===== src/rtl/muldiv_unit.sv =====
// rtl/muldiv_unit.sv - iterative RV32M multiply/divide unit with fixed XLen+1 cycle latency
module muldiv_unit #(
  parameter  int XLen      = 32,
  parameter  int NReg      = 32,
  localparam int NRegWidth = $clog2(NReg)
) (
  input  logic                 clk_i,
  input  logic                 rst_ni,
  input  logic                 start_i,
  input  logic [2:0]           op_i,
  input  logic [XLen-1:0]      a_i,
  input  logic [XLen-1:0]      b_i,
  input  logic [NRegWidth-1:0] rd_i,
  input  logic                 kill_i,
  output logic                 busy_o,
  output logic                 valid_o,
  output logic [XLen-1:0]      result_o,
  output logic [NRegWidth-1:0] rd_o
);

  localparam int CntW = $clog2(XLen + 1);

  typedef enum logic [1:0] {IDLE, MUL, DIV, DONE} state_e;

  state_e                 state_q, state_d;
  logic [1:0]             op_q;
  logic                   neg_a_q, neg_b_q, b_zero_q;
  logic [XLen-1:0]        opd_q;
  logic [2*XLen-1:0]      prod_q;
  logic [CntW-1:0]        cnt_q;
  logic [XLen-1:0]        result_q;
  logic [NRegWidth-1:0]   rd_q;

  logic                   accept, iterating, last_iter;
  logic                   a_signed, b_signed;
  logic [XLen-1:0]        mag_a, mag_b;
  logic [XLen:0]          mul_sum;
  logic [2*XLen-1:0]      mul_next, mul_fix;
  logic [XLen:0]          div_shift;
  logic                   div_ge;
  logic [XLen-1:0]        div_rem;
  logic [2*XLen-1:0]      div_next;
  logic [XLen-1:0]        quot, rem, quot_fix, rem_fix;
  logic [XLen-1:0]        mul_res, div_res, final_res;

  assign accept    = (state_q == IDLE) && start_i && !kill_i;
  assign iterating = (state_q == MUL) || (state_q == DIV);
  assign last_iter = iterating && (cnt_q == CntW'(XLen - 1));

  // Operand signedness from funct3; magnitudes feed the unsigned core
  always_comb begin
    a_signed = (op_i == 3'b001) || (op_i == 3'b010) || (op_i == 3'b100) || (op_i == 3'b110);
    b_signed = (op_i == 3'b001) || (op_i == 3'b100) || (op_i == 3'b110);
    mag_a    = (a_signed && a_i[XLen-1]) ? -a_i : a_i;
    mag_b    = (b_signed && b_i[XLen-1]) ? -b_i : b_i;
  end

  // One shift-add (MUL) or restoring-subtract (DIV) step on the shared product register
  always_comb begin
    mul_sum   = {1'b0, prod_q[2*XLen-1:XLen]} + (prod_q[0] ? {1'b0, opd_q} : '0);
    mul_next  = {mul_sum, prod_q[XLen-1:1]};
    div_shift = prod_q[2*XLen-1:XLen-1];
    div_ge    = div_shift >= {1'b0, opd_q};
    div_rem   = div_ge ? (div_shift[XLen-1:0] - opd_q) : div_shift[XLen-1:0];
    div_next  = {div_rem, prod_q[XLen-2:0], div_ge};
  end

  // Sign correction and result selection applied to the final step's value
  always_comb begin
    mul_fix   = (neg_a_q ^ neg_b_q) ? -mul_next : mul_next;
    mul_res   = (op_q == 2'b00) ? mul_fix[XLen-1:0] : mul_fix[2*XLen-1:XLen];
    quot      = div_next[XLen-1:0];
    rem       = div_next[2*XLen-1:XLen];
    quot_fix  = b_zero_q ? '1 : ((neg_a_q ^ neg_b_q) ? -quot : quot);
    rem_fix   = neg_a_q ? -rem : rem;
    div_res   = op_q[1] ? rem_fix : quot_fix;
    final_res = (state_q == DIV) ? div_res : mul_res;
  end

  // State register
  always_ff @(posedge clk_i or negedge rst_ni) begin
    if (!rst_ni) state_q <= IDLE;
    else         state_q <= state_d;
  end

  // Next-state logic; kill from any state returns to IDLE
  always_comb begin
    state_d = state_q;
    case (state_q)
      IDLE:    if (accept) state_d = op_i[2] ? DIV : MUL;
      MUL,
      DIV:     if (last_iter) state_d = DONE;
      DONE:    state_d = IDLE;
      default: state_d = IDLE;
    endcase
    if (kill_i) state_d = IDLE;
  end

  // Operand capture on acceptance, iteration, and result capture on the last step
  always_ff @(posedge clk_i or negedge rst_ni) begin
    if (!rst_ni) begin
      op_q     <= '0;
      neg_a_q  <= 1'b0;
      neg_b_q  <= 1'b0;
      b_zero_q <= 1'b0;
      opd_q    <= '0;
      prod_q   <= '0;
      cnt_q    <= '0;
      result_q <= '0;
      rd_q     <= '0;
    end else if (accept) begin
      op_q     <= op_i[1:0];
      neg_a_q  <= a_signed && a_i[XLen-1];
      neg_b_q  <= b_signed && b_i[XLen-1];
      b_zero_q <= (b_i == '0);
      opd_q    <= op_i[2] ? mag_b : mag_a;
      prod_q   <= {{XLen{1'b0}}, (op_i[2] ? mag_a : mag_b)};
      cnt_q    <= '0;
      rd_q     <= rd_i;
    end else if (iterating && !kill_i) begin
      prod_q <= (state_q == DIV) ? div_next : mul_next;
      cnt_q  <= cnt_q + CntW'(1);
      if (last_iter) result_q <= final_res;
    end
  end

  assign busy_o   = (state_q != IDLE);
  assign valid_o  = (state_q == DONE) && !kill_i;
  assign result_o = result_q;
  assign rd_o     = rd_q;

endmodule

===== config.mk =====
export PLATFORM = sky130hd
export DESIGN_NAME = muldiv_unit
export DESIGN_NICKNAME = d
export VERILOG_FILES = /design/src/rtl/muldiv_unit.sv
export SDC_FILE = /design/constraint.sdc
export NUM_CORES = 1
export LEC_CHECK = 0
export ABC_AREA = 0
export CAP_MARGIN = 20
export CORE_MARGIN = 1.5
export CORE_UTILIZATION = 40
export DETAILED_ROUTE_END_ITERATION = 8
export HOLD_SLACK_MARGIN = 0.12
export PLACE_DENSITY = 0.6
export SYNTH_ARGS = -nofsm -noshare
export SYNTH_HDL_FRONTEND = slang
export SYNTH_SLANG_ARGS = --single-unit

===== constraint.sdc =====
create_clock -name clk_i -period 4.55 [get_ports clk_i]
set_input_delay 1.365 -clock clk_i [delete_from_list [all_inputs] [get_ports clk_i]]
set_output_delay 1.365 -clock clk_i [all_outputs]
set_load 0.01 [all_outputs]

# After elaboration in Yosys (flattened, before gate mapping)
# Cells that the tools add are included.
totals:
  out_inout_bits: 39
  register_bits: 146
  elab_cells: 76
op_classes:
  bitwise: 2
  n_reduce_logical: 22
  n_addsub: 8
  magnitude_cmp: 1
  mux: 23
  n_eq_ne: 10
ops:
  columns: ["op", "count"]
  rows:
  - ["2-to-1 mux 32 bit", 12]
  - ["2-to-1 mux 64 bit", 4]
  - ["negation 32 bit", 4]
  - ["negation 64 bit", 1]
  - ["adder 32 x 32 -> 33 bit", 1]
  - ["greater-or-equal comparator 33 x 32 -> 1 bit", 1]
  - ["logical NOT 32 bit", 1]
  - ["subtractor 32 bit", 1]
  - ["2-to-1 mux 6 bit", 2]
  - ["2-to-1 mux 2 bit", 4]
  - ["logical AND 1 bit", 7]
  - ["adder 6 x 1 -> 6 bit (second input constant)", 1]
  - ["== test 3 bit (second input constant)", 2]
  - ["== test 6 x 5 -> 1 bit (second input constant)", 1]
  - ["logical OR 1 bit", 6]
  - ["inequality test 3 bit (second input constant)", 2]
  - ["case mux 2 bit (3 select lines)", 1]
  - ["== test 2 bit (second input constant)", 2]
  - ["logical NOT 2 bit", 2]
  - ["nonzero test 2 bit", 2]
  - ["== test 3 x 1 -> 1 bit (second input constant)", 1]
  - ["== test 3 x 2 -> 1 bit (second input constant)", 1]
  - ["AND reduction 3 bit", 1]
  - ["== test 2 x 1 -> 1 bit (second input constant)", 1]
  - ["5 further kinds", 5]

# Logic depth before layout (Yosys ltp)
depth:
  ltp_word: 8
  mapped_depth: 24
  depth_no_buf: 20

# Worst setup path before layout
# Ideal clock, no wire load.
synth_timing:
  path_kind: "reg-to-reg"
  startpoint: "reg prod_q[32]"
  endpoint: "reg result_q[28] (netlist: result_o[28])"
  stages_incl_launch_ff: 22
  setup_time_ns: 0.124
  arrival_ns: 4.927
  setup_slack_ns: -0.501
  path_cell_list: "dfrtp_1 ha_1 nor2b_1 o2111a_1 o21a_1 o311ai_4 nand2_8 inv_4 clkbuf_1 clkbuf_1 mux2i_1 ha_1 inv_1 nor2_1 nand4_1 mux2i_1 nand4_1 or3_4 o41ai_2 xor2_1 a221oi_1 a211o_1"
synth_via:
  elab_chain_cells: 6
  elab_cells_between_ends: 14
  classes_between: "5 x add/sub; 1 x order compare; 8 x mux"
synth_lines:
  columns: ["item", "line", "rtl"]
  rows:
  - ["start, declared", "29", "logic [2*XLen-1:0] prod_q;"]
  - ["start signal, assigned", "117", "prod_q <= {{XLen{1'b0}}, (op_i[2] ? mag_a : mag_b)};"]
  - ["start signal, assigned", "121", "prod_q <= (state_q == DIV) ? div_next : mul_next;"]
  - ["subtractor 32 bit / greater-or-equal comparator 33 x 32 -> 1 bit (equally long branches)", "64, 63", null]
  - ["2-to-1 mux 32 bit / negation 32 bit (equally long branches)", "64, 74", null]
  - ["negation 32 bit / 2-to-1 mux 32 bit (equally long branches)", "75, 74", null]
  - ["2-to-1 mux 32 bit (on tied branches)", "75, 74", null]
  - ["2-to-1 mux 32 bit", "76", "div_res = op_q[1] ? rem_fix : quot_fix;"]
  - ["2-to-1 mux 32 bit *", "77", "final_res = (state_q == DIV) ? div_res : mul_res;"]
  - ["end signal, assigned", "123", "if (last_iter) result_q <= final_res;"]
  - ["end, declared", "31", "logic [XLen-1:0] result_q;"]
# Every way passes the cells marked *; elsewhere a longest branch is shown, timed or not.
# A chain may end at the register's enable or synchronous reset.

# Worst setup path in the final report
layout_timing:
  startpoint: "reg prod_q[31]"
  endpoint: "reg result_q[23] (netlist: result_o[23])"
# The elaborated chain is that of the path after synthesis.

==> impl_metrics.yaml <==
run_status:
  status: "completed"
clock_tree:
  cts_hold_buf: 0
  cts_max_level: 4
  clock-sinks: 146
  clk_pin_slew_ns: 0.07
  cts_buffers: 17
  clock_path_buffers: 2
  cts_tree: "built"
  clkLatencyLatePin_ns: 0.47
  cts_root_buf: "clkbuf_16"
hold_path:
  min_path_type: "reg2reg"
  min-delay-start: "opd_q[22]$_DFFE_PN0P_"
place:
  place_inst: 3107
  port_buffers: 114
  placed_area_um2: 20300
  routabilityCongestion: 1.04
  post-dp-hpwl_um: 57400
timing:
  min_period_ns: 4.44
  worst_pin_slew_ns: 1.03
  setup_violations: 0
  fin_worst_skew_ns: 0.00987
  finalSetupTns_ns: 0
  finalMaxSlewViolations: 0
  max-slew-margin-rel_pct: 31.4
  period_share_pct: 97.6
  rsz0062_at_grt: "true"
  clock.fmax_mhz: 225
  finalHoldViolCount: 0
setup_path:
  path_class: "reg2reg"
  worstPathCellList: "inv_1 -> ha_1 -> inv_1 -> fa_1 -> a211oi_2 -> o211ai_1 -> a21oi_2 -> o21ai_0 -> xnor2_1 -> a32oi_1 -> or2b_1 -> buf_4 -> nor4_2 -> buf_4 -> nor2_1 -> xnor2_1 -> a221oi_1 -> a221o_1"
  ff2ff_setup_slack_ns: 0.11
  start_kind: "flip-flop"
  reg2reg_to: "result_o[23]$_DFFE_PN0P_"
  reg2reg_from: "prod_q[31]$_DFFE_PN0P_"
  cp-startpoint: "prod_q[31]$_DFFE_PN0P_"
  endpoint_kind: "flip-flop"
  cpMaxStageDelayCell: "dfrtp_1"
  cp_slowest_stage_delay_ns: 0.44
  cp.arrival_ns: 4.84
  crit_path_max_fanout: 5
  reg2reg_depth: 18
  cp-endpoint: "result_o[23]$_DFFE_PN0P_"
  cp.required_ns: 4.95
floorplanning:
  initial_utilization_pct: 40.4
  die_h_um: 208
  coreArea_um2: 41800
  io_pins: 115
  die_w_um: 208
  std_cell_rows: 75
  die-area_um2: 43400
drt:
  totalWireLength_um: 72600
  drtPass1Iterations: 6
  wl_per_cell_um: 23.0
  vias: 19100
  drt_iter0_markers: 1868
  drcViolationCount: 0
  drtAntennaViolNets: 0
  viasPerCell: 6.04
global_routing:
  grt_pass1_vias: 18100
  grt_overflow: 0
  grt_pass1_wl_um: 109000
  grt_max_degree: 108
  antenna_found_initial: 4
  gr-usage-all-layers_pct: 33.0
synthesis:
  synth_seq_area_share_pct: 21.7
  yosysWarnings: 0
  yosysMostFrequentCell: "nand2_1"
  yosys.area.top_type: "dfrtp_1"
  synth.distinct_cells: 100
  netlist_area_um2: 16900
  async_reset_ff_share_pct: 100
  postSynthAreaPerCell_um2: 7.22
  synthTopCellsByCount: "nand2_1 (298), nor2_1 (235), a21oi_1 (232)"
  syn_nets: 2488
  synth_top_area_share_pct: 21.7
  syn_inst: 2336
  synth_edf_count: 0
  ys_ff_latch: 146
  synth.area.top_cells: "dfrtp_1 (22%), xnor2_1 (7.1%), a21oi_1 (6.9%)"
  ys.flop_type: "dfrtp_1"
finish:
  n_fill_cell: 4170
  drive_gt1_share_pct: 17.6
  final_area_um2: 21500
  area_growth_pct: 27.3
  instances_no_fill: 3158
  nNetsFinal: 2756
power:
  power_density_nw_per_um2: 943
  vdd_ir_drop_max_mv: 0.436
  leakagePower_nw: 9.27
  fin_total_pwr_mw: 20.3
flow_run:
  maxCapViolations: 0
-- metal layers --
metal  part of all wire (%)  routed length (µm)  global-route usage, %
met4                    5.3                3870                   16.7
met1                     41               29800                   41.9
met5                  0.018                  13                      0
met2                     45               32700                   52.8
met3                    8.6                6250                   6.91
-- sequential cells by signal, summed over array words and instances, names as in the netlist, 2 cells and up --
name and flops:
cnt_q 6, state_q 2, opd_q 32, op_q 2
rd_o 5, result_o 32, prod_q 64
-- through the flow --
step | hold slack (ns) | util [%] | worst slack, ns
2_1_floorplan | 0.450 | - | -0.0130
3_3_place_gp | 0.459 | 48.6 | -0.398
3_5_place_dp | 0.466 | 48.6 | -0.419
4_1_cts | 0.482 | 50.0 | 0.0149
5_1_grt | 0.501 | 51.4 | -0.0758
6_report | 0.477 | 51.4 | 0.110
-- power breakdown --
part | internal, mW | total (mW) | switching (mW)
Clock | 0.772 | 1.45 | 0.683
Sequential | 1.72 | 2.25 | 0.526
Combinational | 6.80 | 16.6 | 9.75
-- worst max-delay path, delay by kind of cell (launching register included) --
kind                     cells  cell delay (ns)
XOR/XNOR                     2             0.56
buffers and inverters        4             0.51
adder cells (fa/ha/maj)      2             0.60
flip-flops                   1             0.44
AND/OR/NAND/NOR              3             0.63
AO/OA/AOI/OAI                7             1.63
-- cell families after synthesis --
group           after synthesis  share of synthesized area (%)
flops                       146                           21.7
buf+inv                     241                           5.64
simple gates                820                           22.7
fa+ha+maj                    76                           5.72
xor+xnor                    219                           11.4
mux                          74                           4.43
compound gates              760                           28.4
-- final cells by class --
class                      instances  area (µm²)  share of cell area (%)
sequential                       146        3650                    17.0
clock inverter                    14         144                   0.670
timing repair buffer             420        3510                    16.3
clock buffer                      18         429                    2.00
multi-input combinational       1949       12800                    59.5
antenna                            2        5.00                  0.0233
inverter                          70         273                    1.27
tap                              539         674                    3.14
-- placed cells by master (no fill, tap or decap), drive strengths merged, types with 7 or more instances in the layout --
cell type	instances
a211o	7
a211oi	24
a21boi	8
a21o	27
a21oi	235
a221oi	18
a22o	19
a31oi	34
and2	19
and3	21
buf	307
clkbuf	19
clkdlybuf4s50	112
dfrtp	146
ha	74
inv	78
mux2i	72
nand2	299
nand2b	12
nand3	40
nand3b	7
nand4	25
nand4b	7
nor2	236
nor3	55
nor3b	8
nor4	28
o211ai	48
o21a	13
o21ai	214
o21bai	8
o31ai	19
o41ai	12
or2	9
or3	23
or4	10
xnor2	136
xor2	83
-- what timing repair did --
| item | 4_1_cts | 5_1_grt |
|---|---|---|
| setup buffers | 0 | 15 |
| endpoints found under the setup margin | 5 | 15 |
| pin swaps | 0 | 26 |
| resized for setup | 7 | 90 |
-- worst min path at each step --
stage                                to  slack, ns  depth (start not counted)
6_report          opd_q[22]$_DFFE_PN0P_       0.48                          1
5_1_grt           opd_q[23]$_DFFE_PN0P_       0.50                          1
4_1_cts           opd_q[22]$_DFFE_PN0P_       0.48                          1
3_5_place_dp   result_o[10]$_DFFE_PN0P_       0.47                          2
3_3_place_gp        rd_o[3]$_DFFE_PN0P_       0.46                          2
2_1_floorplan     opd_q[21]$_DFFE_PN0P_       0.45                          1
Power figures use the tool's default switching activity.
